===== src/rtl/button_debouncer.sv =====
// Push-button debouncer: 2-flop synchronizer, clk_div rising-edge strobe,
// and a 4-state FSM that emits a clean level plus press/release pulses.
module button_debouncer #(
  parameter int unsigned STABLE_COUNT           = 4,
  parameter int unsigned STABLE_COUNT_BIT_WIDTH = 3
) (
  input  logic clk,
  input  logic reset,
  input  logic clk_div,
  input  logic button_in,
  output logic button_out,
  output logic pressed,
  output logic released
);

  typedef enum logic [1:0] {
    IDLE_LOW,
    PEND_HIGH,
    IDLE_HIGH,
    PEND_LOW
  } state_t;

  localparam logic [STABLE_COUNT_BIT_WIDTH-1:0] COUNT_ONE  = STABLE_COUNT_BIT_WIDTH'(1);
  localparam logic [STABLE_COUNT_BIT_WIDTH-1:0] COUNT_LAST = STABLE_COUNT_BIT_WIDTH'(STABLE_COUNT - 1);

  state_t                            state, state_next;
  logic [STABLE_COUNT_BIT_WIDTH-1:0] count, count_next;
  logic                              btn_meta, btn_sync;
  logic                              clk_div_d;
  logic                              tick;
  logic                              pressed_next, released_next;

  // clk_div is data here; only its rising edge in the clk domain matters
  assign tick       = clk_div & ~clk_div_d;
  assign button_out = (state == IDLE_HIGH) || (state == PEND_LOW);

  always_ff @(posedge clk) begin
    if (reset) begin
      state     <= IDLE_LOW;
      count     <= '0;
      btn_meta  <= 1'b0;
      btn_sync  <= 1'b0;
      clk_div_d <= 1'b1;
      pressed   <= 1'b0;
      released  <= 1'b0;
    end else begin
      state     <= state_next;
      count     <= count_next;
      btn_meta  <= button_in;
      btn_sync  <= btn_meta;
      clk_div_d <= clk_div;
      pressed   <= pressed_next;
      released  <= released_next;
    end
  end

  always_comb begin
    state_next    = state;
    count_next    = count;
    pressed_next  = 1'b0;
    released_next = 1'b0;
    if (tick) begin
      case (state)
        IDLE_LOW: begin
          if (btn_sync) begin
            if (STABLE_COUNT == 1) begin
              state_next   = IDLE_HIGH;
              count_next   = '0;
              pressed_next = 1'b1;
            end else begin
              state_next = PEND_HIGH;
              count_next = COUNT_ONE;
            end
          end else begin
            count_next = '0;
          end
        end
        PEND_HIGH: begin
          if (!btn_sync) begin
            state_next = IDLE_LOW;
            count_next = '0;
          end else if (count == COUNT_LAST) begin
            state_next   = IDLE_HIGH;
            count_next   = '0;
            pressed_next = 1'b1;
          end else begin
            count_next = count + COUNT_ONE;
          end
        end
        IDLE_HIGH: begin
          if (!btn_sync) begin
            if (STABLE_COUNT == 1) begin
              state_next    = IDLE_LOW;
              count_next    = '0;
              released_next = 1'b1;
            end else begin
              state_next = PEND_LOW;
              count_next = COUNT_ONE;
            end
          end else begin
            count_next = '0;
          end
        end
        PEND_LOW: begin
          if (btn_sync) begin
            state_next = IDLE_HIGH;
            count_next = '0;
          end else if (count == COUNT_LAST) begin
            state_next    = IDLE_LOW;
            count_next    = '0;
            released_next = 1'b1;
          end else begin
            count_next = count + COUNT_ONE;
          end
        end
        default: begin
          state_next = IDLE_LOW;
          count_next = '0;
        end
      endcase
    end
  end

endmodule


===== config.mk =====
export PLATFORM = sky130hd
export DESIGN_NAME = button_debouncer
export DESIGN_NICKNAME = d
export VERILOG_FILES = /design/src/rtl/button_debouncer.sv
export SDC_FILE = /design/constraint.sdc
export NUM_CORES = 1
export LEC_CHECK = 0
export BUFFER_PORTS_ARGS = -buffer_cell sky130_fd_sc_hd__buf_2
export CAP_MARGIN = 10
export CORE_AREA = 3 3 40 42
export CTS_BUF_LIST = sky130_fd_sc_hd__clkbuf_8
export DETAILED_ROUTE_END_ITERATION = 6
export DIE_AREA = 0 0 43 45
export PLACE_DENSITY = 0.49
export SETUP_SLACK_MARGIN = 0.5
export SLEW_MARGIN = 20
export SYNTH_ARGS = -nofsm -noshare
export SYNTH_HDL_FRONTEND = slang
export SYNTH_SLANG_ARGS = --single-unit
export TNS_END_PERCENT = 20

===== constraint.sdc =====
create_clock -name clk -period 1.5 [get_ports clk]
set_clock_uncertainty 0.2 [all_clocks]
set_input_delay 0.225 -clock clk [delete_from_list [all_inputs] [get_ports clk]]
set_output_delay 0.225 -clock clk [all_outputs]
set_load 0.01 [all_outputs]

; ---- After elaboration in Yosys (flattened, before gate mapping)
; Cells that the tools add are included.
[word_totals]
ff_bits = 10
[op_classes]
n_eq_ne = 8
bitwise = 6
add_sub_neg = 1
mux = 14
n_reduce_logical = 5
[ops]
columns = cell, count
row1 = 2-bit 2-to-1 mux, 6
row2 = 3-bit case mux with 4 select lines, 1
row3 = 3-bit 2-to-1 mux, 3
row4 = 2-bit case mux with 4 select lines, 1
row5 = 4-bit OR reduction, 2
row6 = 1-bit NOT, 5
row7 = 5-bit AND reduction, 1
row8 = "2-bit equality test, second input constant", 2
row9 = "2-bit != test, second input constant", 2
row10 = "3-bit by 1-bit adder with 3-bit output, second input constant", 1
row11 = "3-bit by 2-bit equality test with 1-bit output, second input constant", 1
row12 = 1-bit 2-to-1 mux, 3
row13 = "3-bit by 2-bit != test with 1-bit output, second input constant", 1
row14 = "3-bit != test, second input constant", 1
row15 = "2-bit by 1-bit equality test with 1-bit output, second input constant", 1
row16 = 2-bit logical NOT, 1
row17 = 1-bit AND, 1
row18 = 1-bit logical OR, 1

; ---- Depth between registers and ports, before layout
; Gate-level depths: netlist of run 1.
[depth]
word_depth = 4
depth_mapped = 4
ltp_nobuf = 4

; ---- Worst setup path after synthesis of run 1
; Ideal clock, no wire load.
[synth_path]
path_kind = register to register
from = register count[0]
to = register state[0]
t_required_ns = 1.242
setup_slack_ns = 0.110
synth_period_minus_slack_ns = 1.390
stages_incl_launch_ff = 5
arrival_ns = 1.132
cell_sequence = dfxtp_1 ha_1 nor2b_1 a2111oi_1 a21o_1
[synth_between]
elab_chain_cells = 3
elab_cells_between_ends = 4
[synth_lines]
columns = item, line
row1 = from (decl), 27  ; logic [STABLE_COUNT_BIT_WIDTH-1:0] count, count_next;
row2 = from (signal assigned), 48  ; count <= count_next;
row3 = 3-bit by 2-bit equality test with 1-bit output *, "82, 108"
row4 = 3-bit != test (no line) or 3-bit by 2-bit != test with 1-bit output (tied branches), n/a
row5 = 5-bit AND reduction (no line) *, n/a
row6 = to (signal assigned), 47  ; state <= state_next;
row7 = to (decl), 26  ; state_t state, state_next;
; Every way passes the cells marked *; elsewhere a longest branch is shown, timed or not.
; A chain may end at the register's enable or synchronous reset.

==> results of run 1 <==
==> metal layers <==
metal / vias up / part of all wire, % / GRT usage [%]
li1: 159 / - / -
met4: 0 / 1.1 / 5.42
met2: 11 / 48 / 12.3
met1: 147 / 43 / 10.7
met5: - / 0 / 0
met3: 2 / 8.0 / 4.78
==> per-stage QoR <==
step,instances,power (mW),hold slack [ps]
3_3_place_gp,59,0.298,227
4_1_cts,63,0.571,10.2
3_5_place_dp,59,0.298,236
6_report,64,0.566,8.62
2_1_floorplan,39,0.289,96.6
5_1_grt,64,0.594,17.2
==> logic make-up (layout without fill, tap and decap cells) <==
group / after synthesis / count (layout) / share of synthesized area [%]
flops: 10 / 10 / 50.2
buf+inv: 3 / 13 / 4.08
fa+ha+maj: 1 / 1 / 3.13
xor+xnor: 1 / 1 / 2.19
simple gates: 16 / 16 / 25.4
compound gates: 8 / 8 / 15.1
==> final cells by class <==
type,instances,area [µm²],area share (%)
inverter,2,7.51,1.33
multi-input combinational,26,246,43.7
tap,15,18.8,3.33
timing repair buffer,8,45.0,7.98
sequential,10,205,36.4
clock buffer,3,41.3,7.32
==> worst max-delay path: stages, from the launching register on <==
cell,delay (ps)
dfxtp_2,350
ha_4,130
nor2b_4,230
a31oi_1,110
o21a_1,180
==> registers in the layout, indices dropped and copies added (netlist names), named ones only <==
signal and cells:
btn_sync 1, state 1, btn_meta 1, pressed 1, released 1, clk_div_d 1, count 3
==> layout by cell type (no fill, tap or decap), drive strengths merged <==
cell type  count
a32o           1
nand2b         2
nor2b          5
o21ai          2
a31oi          1
nand3          2
dfxtp         10
buf            8
ha             1
a2111oi        1
or2            1
a21o           1
o41ai          1
nand2          1
o21a           1
nor3b          2
clkbuf         3
inv            2
and4           1
and3b          1
xnor2          1
nor3           1
==> timing repair <==
| item | 4_1_cts | 5_1_grt |
|---|---|---|
| gates resized for setup | 10 | 2 |
| endpoints found under the hold margin | 0 | 0 |
| setup buffers | 1 | 1 |
| pin swaps | 1 | 1 |
| hold buffers | 0 | 0 |
| endpoints found under the setup margin | 10 | 10 |
==> report_power, final <==
part | internal (mW) | total (mW) | switching [mW] | leakage (nW)
clock | 0.175 | 0.269 | 0.0938 | 0.0216
sequential | 0.271 | 0.274 | 0.00312 | 0.0833
combinational | 0.0104 | 0.0226 | 0.0123 | 0.115
==> worst min path at each step <==
| stage | endpoint | slack, ps | from |
|---|---|---|---|
| 3_5_place_dp | btn_sync | 240 | btn_meta |
| 3_3_place_gp | btn_sync | 230 | btn_meta |
| 4_1_cts | clk_div_d | 10 | clk_div |
| 6_report | btn_meta | 9 | button_in |
| 2_1_floorplan | btn_meta | 100 | reset |
| 5_1_grt | btn_meta | 20 | button_in |
==> metrics.txt, run 1 <==
hpwl dp=495 µm; first-pass detailed-route iteration total=2; Final nets=56; Synth async-reset ratio=0%; RSZ-0062 raised after global routing=true; Final setup viols=0; crit share post-route=87.3%; DRT iter0 DRCs=2; Post-Syn Area per Cell=10.2 µm²; DRC violations left=0; dpl cell area=455 µm²; critical-path maximum fanout=6; pre-CTS WS=175 ps; via count=319; Routed Antenna Nets=0; Initial Util=31.1%; Post-Route Utilization=43.9%; GRT Total Usage=8.86%; PortBufs=6; top achievable clock speed=764 MHz; post-synthesis register bit count=10; Routability Congestion=0.763; Final Hold Fails=0; syn nets=44; critical path class=flop to flop; Commonest cells post-synth=dfxtp_1, nor2b_1; Reg clk slew, reported paths=50 ps; largest cells by area after synthesis=dfxtp_1, nor2b_1, nor3b_1; core region area=0.00128 mm²; register area share after synthesis=50.2%; Synth area leader=dfxtp_1; Clock Latency Late Sink=230 ps; Final Max Slew Viols=0; Post-Synthesis Cell Area=399 µm²; num rows=13; CP endpoint kind=flop; CTS buffer count=3; max cap viols=0; pwr dens=1000 mW/mm²; post-synth cell types=21; initial antenna violation count=0; DR vias/cell=4.98; relative slew slack=78.9%; DRT Wirelength=761 µm; Worst R2R Start=count[1]; CTS H-Tree Depth=1; Fillers=129; Final min period=1310 ps; vias in the first global route=275; Cells after Synth=39; PnR worst setup slack=191 ps; Longest Clk Path Bufs=2; Sum Neg Setup Slack=0 ps; Clock Sinks=10; worst IR drop on VDD=0.000480 V; CTS tree=done; Routed WL per cell=11.9 µm; Post-synth EDFFs=0; worst hold stages=2; grt total ovfl=0; worst path required time=1420 ps; post-route cell area=564 µm²; R2R cell count=4; antenna fix cells=0; area grow syn2layout=41.4%; Die X=43 µm; Post-synth top flop=dfxtp_1; largest net degree at the start of global routing=9; crit path DAT=1230 ps; IO Pins=7; Worst Tran Pin Value=316 ps; first-pass GRT wire length=1220 µm; DIE HEIGHT=45 µm; critical path startpoint category=flop; top-area cell type share of the netlist area=50.2%; die area=0.00194 mm²; status=finished clean; root buf cell=clkbuf_8; worst hold path class=input port to flop; most common cell in the netlist=dfxtp_1; CP startpoint=count[1]; layout cells sized above 1=53.1%; Pleak=0.220 nW; r2r setup slk=190 ps; synth warn=0
(Power assumes the default switching activity.)
==> run 2: changes to the inputs <==
Settings changed: PLACE_DENSITY 0.49 to 0.51.
Clock period 1.5 ns to 1.2 ns, I/O delays scaled along.
==> metrics.txt, run 2 (synthesis results as in run 1) <==
status=finished, violations left; failing checks=hold timing, setup timing; DIE HEIGHT=45 µm; initial antenna violation count=0; critical-path maximum fanout=6; PortBufs=6; DRT iter0 DRCs=4; Clock Latency Late Sink=230 ps; CTS tree=done; Longest Clk Path Bufs=2; Routed Antenna Nets=0; relative slew slack=80.7%; Final Max Slew Viols=0; crit share post-route=110%; core region area=0.00128 mm²; top achievable clock speed=757 MHz; PnR worst setup slack=-122 ps; CP endpoint kind=flop; antenna fix cells=0; Clock Sinks=10; grt total ovfl=0; layout cells sized above 1=62.3%; Reg clk slew, reported paths=50 ps; Fillers=125; Pleak=0.254 nW; first-pass detailed-route iteration total=2; RSZ-0062 raised after global routing=true; worst hold slack=-75.9 ps; multi-input logic area=282 µm²; GRT Total Usage=10.7%; commonest non-fill, non-tap cells in the layout=dfxtp_2, dfxtp_1, clkbuf_8, buf_2; worst IR drop on VDD=0.000623 V; Finished Layout Cells=68; root buf cell=clkbuf_8; crit path DAT=1250 ps; via count=318; Routability Congestion=0.803; IO Pins=7; register area=206 µm²; Final setup viols=7; DR vias/cell=4.68; vias in the first global route=319; die area=0.00194 mm²; Top reg by flops=count; CTS buffer count=3; area grow syn2layout=65.5%; pre-CTS WS=-192 ps; Final Hold Fails=3; max cap viols=0; worst hold path class=input port to flop; DRC violations left=0; max reg flops=3; placed cells=64; Final nets=59; critical path startpoint category=flop; largest net degree at the start of global routing=8; Die X=43 µm; worst path required time=1120 ps; Initial Util=31.1%; DRT Wirelength=855 µm; pwr dens=1220 mW/mm²; Worst Tran Pin Value=287 ps; first-pass GRT wire length=1350 µm; Final min period=1320 ps; num rows=13; critical path class=flop to flop; CTS H-Tree Depth=1; Routed WL per cell=12.6 µm
-- run 2: timing repair --
action / 4_1_cts / 5_1_grt
endpoints found under the hold margin: 3 / 3
gates resized for setup: 8 / 16
pin swaps: 1 / 7
setup endpoints to repair: 12 / 12
setup buffers: 0 / 0
-- run 2: final timing paths --
path / from / to / slack (ps) / cells past startpoint
worst max-delay path: count[1] / count[0] / -120 / 4
worst min register to register: btn_meta / btn_sync / 250 / 1
worst min-delay path: reset / btn_sync / -80 / 2
worst max register to register: count[1] / count[0] / -120 / 4
-- run 2: stage by stage --
stage | total power, mW | cell area (µm²) | TNS, ps | util [%] | hold WS (ps)
final | 0.806 | 661 | -596 | 51.4 | -75.9
after CTS | 0.807 | 601 | -587 | 46.7 | -46.5
after global routing | 0.846 | 661 | -896 | 51.4 | -80.1
after floorplan | 0.362 | 427 | -77.8 | - | 51.6
after detailed placement | 0.379 | 504 | -641 | 39.2 | 202
after global placement | 0.378 | 504 | -428 | 39.2 | 195
-- run 2: power breakdown --
| group | leakage, nW | internal [mW] | total, mW | switching (mW) |
|---|---|---|---|---|
| Clock | 0.0288 | 0.288 | 0.417 | 0.129 |
| Sequential | 0.0835 | 0.340 | 0.344 | 0.00426 |
| Combinational | 0.142 | 0.0254 | 0.0457 | 0.0204 |
| Total | 0.254 | 0.653 | 0.806 | 0.153 |
-- run 2: critical path, stage by stage (launching register included) --
cell	delay [ps]
dfxtp_2	350
ha_4	130
nor2b_4	230
o21ai_1	100
a32o_1	200
-- run 2: layer usage --
| metal | share of wire (%) | up-vias | GRT usage (%) |
|---|---|---|---|
| met5 | 0 | - | 0 |
| met2 | 49 | 9 | 17.1 |
| met4 | 1.5 | 0 | 9.04 |
| li1 | - | 165 | - |
| met3 | 7.7 | 2 | 5.98 |
| met1 | 42 | 142 | 9.98 |
-- run 2: final cells by class --
type | count | share of cell area (%)
clock buffers | 4 | 8.33
inverters | 2 | 1.14
multi-input cells | 26 | 42.6
flip-flops and latches | 10 | 31.2
well taps | 15 | 2.84
repair buffers | 11 | 13.8
